==> src/rtl/fm_check_pkg.sv <==
// Shared types and helpers for the multi-channel first_match delay-window checker.
package fm_check_pkg;

  typedef logic [7:0] age_t;

  typedef struct packed {
    logic valid;
    age_t age;
  } slot_t;

  localparam int CNT_W = 32;

  function automatic logic [CNT_W-1:0] sat_add(input logic [CNT_W-1:0] a,
                                               input logic [CNT_W-1:0] b);
    logic [CNT_W:0] sum;
    sum = {1'b0, a} + {1'b0, b};
    return sum[CNT_W] ? {CNT_W{1'b1}} : sum[CNT_W-1:0];
  endfunction

endpackage

==> src/rtl/fm_check_chan.sv <==
// One checker channel: attempt slots, |=> pending register, lowest-free allocator,
// first-match retirement, and per-cycle pass/fail counts for the global tallies.
module fm_check_chan
  import fm_check_pkg::*;
#(
  parameter int MIN_DLY = 0,
  parameter int MAX_DLY = 10,
  parameter int DEPTH   = 4,
  parameter int NONOVL  = 0,
  parameter int CW      = $clog2(DEPTH + 2)
) (
  input  logic          clk,
  input  logic          rst,
  input  logic          trig,
  input  logic          expr,
  output logic          pass,
  output logic          fail,
  output logic          ovf,
  output logic          busy,
  output logic [CW-1:0] pass_cnt,
  output logic [CW-1:0] fail_cnt
);

  localparam age_t MAX_AGE = age_t'(MAX_DLY);

  slot_t slot_q [DEPTH];
  slot_t slot_d [DEPTH];
  logic  pend_q, pend_d;
  logic  ovf_q, ovf_d;
  logic  pass_q, pass_d;
  logic  fail_q, fail_d;
  logic  busy_q, busy_d;
  logic  start;
  logic  have_free;
  int    free_idx;

  function automatic logic in_window(input age_t a);
    return (int'(a) >= MIN_DLY) && (int'(a) <= MAX_DLY);
  endfunction

  always_comb begin
    slot_d    = slot_q;
    pend_d    = trig;
    ovf_d     = ovf_q;
    pass_cnt  = '0;
    fail_cnt  = '0;
    have_free = 1'b0;
    free_idx  = 0;
    busy_d    = 1'b0;
    start     = (NONOVL != 0) ? pend_q : trig;

    // Free slots are judged on the current occupancy; retirements free up next cycle.
    for (int k = DEPTH - 1; k >= 0; k--) begin
      if (!slot_q[k].valid) begin
        have_free = 1'b1;
        free_idx  = k;
      end
    end

    for (int k = 0; k < DEPTH; k++) begin
      if (slot_q[k].valid) begin
        if (in_window(slot_q[k].age) && expr) begin
          pass_cnt           = pass_cnt + CW'(1);
          slot_d[k].valid    = 1'b0;
        end else if (slot_q[k].age == MAX_AGE) begin
          fail_cnt           = fail_cnt + CW'(1);
          slot_d[k].valid    = 1'b0;
        end else begin
          slot_d[k].age      = slot_q[k].age + age_t'(1);
        end
      end
    end

    // A new attempt is evaluated at age 0 now; it only takes a slot if it stays live.
    if (start) begin
      if ((MIN_DLY == 0) && expr) begin
        pass_cnt = pass_cnt + CW'(1);
      end else if (MAX_DLY == 0) begin
        fail_cnt = fail_cnt + CW'(1);
      end else if (have_free) begin
        slot_d[free_idx].valid = 1'b1;
        slot_d[free_idx].age   = age_t'(1);
      end else begin
        ovf_d = 1'b1;
      end
    end

    for (int k = 0; k < DEPTH; k++) begin
      busy_d = busy_d | slot_d[k].valid;
    end
    pass_d = (pass_cnt != '0);
    fail_d = (fail_cnt != '0);
  end

  always_ff @(posedge clk) begin
    if (rst) begin
      for (int k = 0; k < DEPTH; k++) begin
        slot_q[k] <= '0;
      end
      pend_q <= 1'b0;
      ovf_q  <= 1'b0;
      pass_q <= 1'b0;
      fail_q <= 1'b0;
      busy_q <= 1'b0;
    end else begin
      slot_q <= slot_d;
      pend_q <= pend_d;
      ovf_q  <= ovf_d;
      pass_q <= pass_d;
      fail_q <= fail_d;
      busy_q <= busy_d;
    end
  end

  assign pass = pass_q;
  assign fail = fail_q;
  assign ovf  = ovf_q;
  assign busy = busy_q;

endmodule

==> src/rtl/fm_check_mc.sv <==
// Multi-channel trig |-> first_match(##[MIN_DLY:MAX_DLY] expr) checker (|=> when NONOVL=1).
// Define FM_CHECK_TOTALS_EN to build the saturating pass_total/fail_total counters.
module fm_check_mc
  import fm_check_pkg::*;
#(
  parameter int NCH     = 4,
  parameter int MIN_DLY = 0,
  parameter int MAX_DLY = 10,
  parameter int DEPTH   = 4,
  parameter int NONOVL  = 0
) (
  input  logic             clk,
  input  logic             rst,
  input  logic [NCH-1:0]   trig,
  input  logic [NCH-1:0]   expr,
  output logic [NCH-1:0]   pass,
  output logic [NCH-1:0]   fail,
  output logic [NCH-1:0]   ovf,
  output logic [NCH-1:0]   busy,
  output logic [CNT_W-1:0] pass_total,
  output logic [CNT_W-1:0] fail_total
);

  localparam int CW = $clog2(DEPTH + 2);

  logic [CW-1:0] pcnt_w [NCH];
  logic [CW-1:0] fcnt_w [NCH];

  for (genvar g = 0; g < NCH; g++) begin : g_chan
    fm_check_chan #(
      .MIN_DLY(MIN_DLY),
      .MAX_DLY(MAX_DLY),
      .DEPTH  (DEPTH),
      .NONOVL (NONOVL),
      .CW     (CW)
    ) u_chan (
      .clk     (clk),
      .rst     (rst),
      .trig    (trig[g]),
      .expr    (expr[g]),
      .pass    (pass[g]),
      .fail    (fail[g]),
      .ovf     (ovf[g]),
      .busy    (busy[g]),
      .pass_cnt(pcnt_w[g]),
      .fail_cnt(fcnt_w[g])
    );
  end

`ifdef FM_CHECK_TOTALS_EN
  logic [CNT_W-1:0] pass_total_q, pass_total_d;
  logic [CNT_W-1:0] fail_total_q, fail_total_d;
  logic [CNT_W-1:0] psum, fsum;

  always_comb begin
    psum = '0;
    fsum = '0;
    for (int ch = 0; ch < NCH; ch++) begin
      psum = psum + CNT_W'(pcnt_w[ch]);
      fsum = fsum + CNT_W'(fcnt_w[ch]);
    end
    pass_total_d = sat_add(pass_total_q, psum);
    fail_total_d = sat_add(fail_total_q, fsum);
  end

  always_ff @(posedge clk) begin
    if (rst) begin
      pass_total_q <= '0;
      fail_total_q <= '0;
    end else begin
      pass_total_q <= pass_total_d;
      fail_total_q <= fail_total_d;
    end
  end

  assign pass_total = pass_total_q;
  assign fail_total = fail_total_q;
`else
  // Counts have no consumer in this build; fold them into a dead sink.
  logic unused_cnt;
  always_comb begin
    unused_cnt = 1'b0;
    for (int ch = 0; ch < NCH; ch++) begin
      unused_cnt = unused_cnt ^ (^{pcnt_w[ch], fcnt_w[ch]});
    end
  end

  assign pass_total = '0;
  assign fail_total = '0;
`endif

endmodule

==> config.mk <==
export PLATFORM = sky130hd
export DESIGN_NAME = fm_check_mc
export DESIGN_NICKNAME = d
export VERILOG_FILES = /design/src/rtl/fm_check_pkg.sv /design/src/rtl/fm_check_chan.sv /design/src/rtl/fm_check_mc.sv
export SDC_FILE = /design/constraint.sdc
export NUM_CORES = 1
export LEC_CHECK = 0
export CORE_MARGIN = 5
export CORE_UTILIZATION = 45
export CTS_CLUSTER_SIZE = 16
export DETAILED_ROUTE_END_ITERATION = 8
export PLACE_DENSITY = 0.64
export REMOVE_ABC_BUFFERS = 1
export SLEW_MARGIN = 20
export SYNTH_ARGS = -nofsm -noshare
export SYNTH_HDL_FRONTEND = slang
export SYNTH_SLANG_ARGS = --single-unit
==> constraint.sdc <==
create_clock -name clk -period 4.75 [get_ports clk]
set_input_delay 0.7125 -clock clk [delete_from_list [all_inputs] [get_ports clk]]
set_output_delay 0.7125 -clock clk [all_outputs]
set_load 0.01 [all_outputs]
==> results by group <==
Synthesis
  • Syn Area/Cell: 8.040 sq um
  • Synth cell types: 74
  • Number of synthesized flops with an enable pin: 0
  • Sequential area share after synthesis: 31.35%
  • Synth Register Bits: 160
  • Synth warnings: 0
  • Ys async rst share: 0%
  • Mapped Cells: 1271
  • Ys flop type: dfxtp_1
  • Mapped cell area: 10220 sq um

Setup path
  • Crit Path Max Fanout: 7
  • CP most frequent cell: ha_1
  • Slowest library cell on the worst path: nor4_1
  • Delay-heaviest family, CP: simple AND/OR/NAND/NOR gates
  • Crit end category: flip-flop
  • Critical Path RT: 5.12 ns
  • WP data arrival: 4.42 ns
  • Worst Path Buf+Inv: 1
  • Crit path launch type: flip-flop
  • CP Class: reg2reg
  • R2R Setup Slk: 0.70 ns
  • Crit-path cells: nor4_1 -> and3_1 -> ha_1 -> nand2_1 -> o21a_1 -> inv_1 -> ha_1 -> a21o_1 -> ha_1 -> nor2_1 -> nor2_1 -> ha_1 -> xor2_1 -> xor2_1 -> nor3_1 -> nor4_1 -> o32a_1
  • Largest stage delay on the critical path: 0.57 ns

Detailed routing
  • Antenna Nets Post-Route: 0
  • Iter 0 DRT Violations: 395
  • Final WL: 20570 um
  • Via count: 8373
  • # DRC: 0
  • Wire per inst: 13.06 um
  • Router iterations before antenna repair: 5
  • Post-DR vias/cell: 5.316

Timing
  • Final Hold Viols: 0
  • Max Fclk: 247.0 MHz
  • Final worst-path cycle share: 85.24%
  • Max_slew headroom: 41.58%
  • Max-slew violation total from the final report: 0
  • RSZ-0062 raised after global routing: no
  • Least-Margin Pin Slew: 0.8763 ns
  • Final setup viols: 0
  • Layout Skew: 0.01610 ns
  • Minimum clock period: 4.049 ns
  • Setup TNS: 0 ns

Clock tree
  • Number of hold buffers added after cts: 0
  • Post-CTS sizing: 0
  • CTS HTree Levels: 4
  • CTS Buffer Depth: 2
  • CTS clk-pin slew, worst paths: 0.06 ns
  • CTS buffer count: 17
  • CTS tree: done
  • Clock Latency Late Sink: 0.43 ns
  • CTS Sinks: 160
  • Buffer count from post-CTS setup fixing: 0
  • Root Driver: clkbuf_16

Global routing
  • Pin count of the biggest net entering global routing: 39
  • First-pass GRT wire length: 35890 um
  • Overflow after GRT: 0
  • Met2 usage in global routing: 26.04%
  • Initial antenna violation count: 0
  • Global routing's busiest layer: met2
  • Number of global-route vias before repair: 7866
  • GRT Util Overall: 15.93%
  • M3 GR Usage: 3.156%
  • Met1 Use GR: 21.82%

Place
  • HPWL Detailed: 15000 um
  • Global placement routability congestion: 0.8030
  • Port Buffers: 25
  • Cells after DPL: 1543

Final layout
  • Diode count: 0
  • Share of post-route cells with drive strength above 1: 5.426%
  • Layout Nets: 1347
  • Most common cell after layout, fill and taps aside: nor2_1
  • Layout Area Growth over Synthesis: 7.787%
  • Final std cells w/o fill: 1575
  • Commonest cells after routing, fill and taps aside: 166 x nor2_1, 160 x dfxtp_1, 93 x nand2_1
  • Fill count: 2186

Power
  • Combinational share of power: 5.9%
  • Peak VDD IR: 0.1768 mV
  • Sw Ratio: 24.31%
  • Leak pwr: 4.505 nW
  • P_int: 2.220 mW
  • Sw Pwr: 712.9 uW
  • Power per cell area: 266.3 nW/um^2
  • Clock share of power: 47.4%
  • Part of the power in registers: 46.7%

Run status
  • Status: complete, no violations

Job
  • Max-cap check violation count: 0

Die
  • Core ar.: 22500 sq um
  • Die height: 160.7 um
  • Die Area: 25820 sq um
  • Num rows: 55
  • Die Width: 160.7 um
  • I/O pins: 90
  • Starting Density: 45.41%

Worst hold path
  • HP Class: reg2reg
## cells by family (layout without fill, tap and decap cells)
family | count (synthesis) | in the layout | synth area share (%)
mux | 8 | 8 | 0.8448
flops | 160 | 160 | 31.35
simple gates | 553 | 553 | 28.30
other cells | 1 | 64 | 0.03670
compound gates | 207 | 207 | 13.36
fa+ha+maj | 60 | 60 | 7.347
buf+inv | 180 | 136 | 9.587
xor+xnor | 102 | 102 | 9.183
## flip-flops by register name, summed over array words and instances, names as in the netlist
| name | cells |
|---|---|
| g_chan.u_chan.fail | 4 |
| g_chan.u_chan.slot_q | 144 |
| g_chan.u_chan.busy | 4 |
| g_chan.u_chan.pass | 4 |
| g_chan.u_chan.ovf | 4 |
## layer usage
layer,part of all wire (%),vias up
li1,-,4347
met1,50,3873
met2,45,132
met3,3.9,21
met4,1.1,0
met5,0,-
## worst register-to-register path, delay by kind of cell (launching register included)
kind / cells / cell delay (ns)
fa+ha+maj: 4 / 1.10
simple gates: 7 / 1.37
flops: 1 / 0.33
xor+xnor: 2 / 0.40
compound gates: 3 / 0.63
buf+inv: 1 / 0.17
## power by group through the flow
stage               Clock (mW)  Sequential, mW  Combinational, mW
floorplan                    0            1.40              0.104
global placement             0            1.40              0.170
detailed placement           0            1.40              0.171
CTS                       1.43            1.37              0.172
global route              1.48            1.37              0.194
finish                    1.39            1.37              0.173
## area by class of cell
cell class                      instances  area [sq um]  share of cell area [%]
Tap cell                              285         356.6                   3.238
Clock buffer                           21         460.4                   4.180
Inverter                               65         244.0                   2.215
Multi-Input combinational cell        994          6272                   56.95
Sequential cell                       160          3203                   29.08
Timing Repair Buffer                   39         350.3                   3.181
Clock inverter                         11         127.6                   1.159
## synthesized netlist by cell type, types with 9 or more instances
library cell	n	area, sq um
nor2_1	166	623.1
dfxtp_1	160	3203
nand2_1	93	349.1
buf_4	80	600.6
inv_1	65	244.0
ha_1	60	750.7
xor2_1	55	481.7
a21oi_1	49	245.2
nand4_1	49	306.5
xnor2_1	44	385.4
nand3_1	40	200.2
o21ai_0	39	195.2
and3_1	34	212.7
clkbuf_1	32	120.1
nor3_1	28	140.1
and2_1	23	143.9
nor2b_1	21	131.4
nor4_1	20	125.1
o21a_1	17	127.6
a31oi_1	16	100.1
a211oi_1	15	112.6
or3_1	12	75.07
nand4b_1	10	87.58
a2111oi_0	9	78.83
or2_2	9	56.30
## per-stage QoR
stage          worst slack (ns)  power (mW)  area (sq um)  hold slack [ns]  util (%)
6_report                 0.7012       2.933         11010           0.4748     48.95
5_1_grt                  0.3096       3.043         11010           0.5028     48.95
4_1_cts                  0.7119       2.971         11010           0.4820     48.95
3_5_place_dp             0.3222       1.570         10430           0.4664     46.33
3_3_place_gp             0.3918       1.569         10430           0.4530     46.33
2_1_floorplan            0.8688       1.501          9719           0.4533         -
## final timing paths
kind                                    start                     to  depth (start not counted)
hold reg to reg          g_chan[0].u_chan.ovf   g_chan[0].u_chan.ovf                          1
hold / removal           g_chan[0].u_chan.ovf   g_chan[0].u_chan.ovf                          1
setup reg to reg  g_chan[1].u_chan.slot_q[24]  g_chan[1].u_chan.pass                         17
setup / recovery  g_chan[1].u_chan.slot_q[24]  g_chan[1].u_chan.pass                         17
Power figures use the tool's default switching activity.
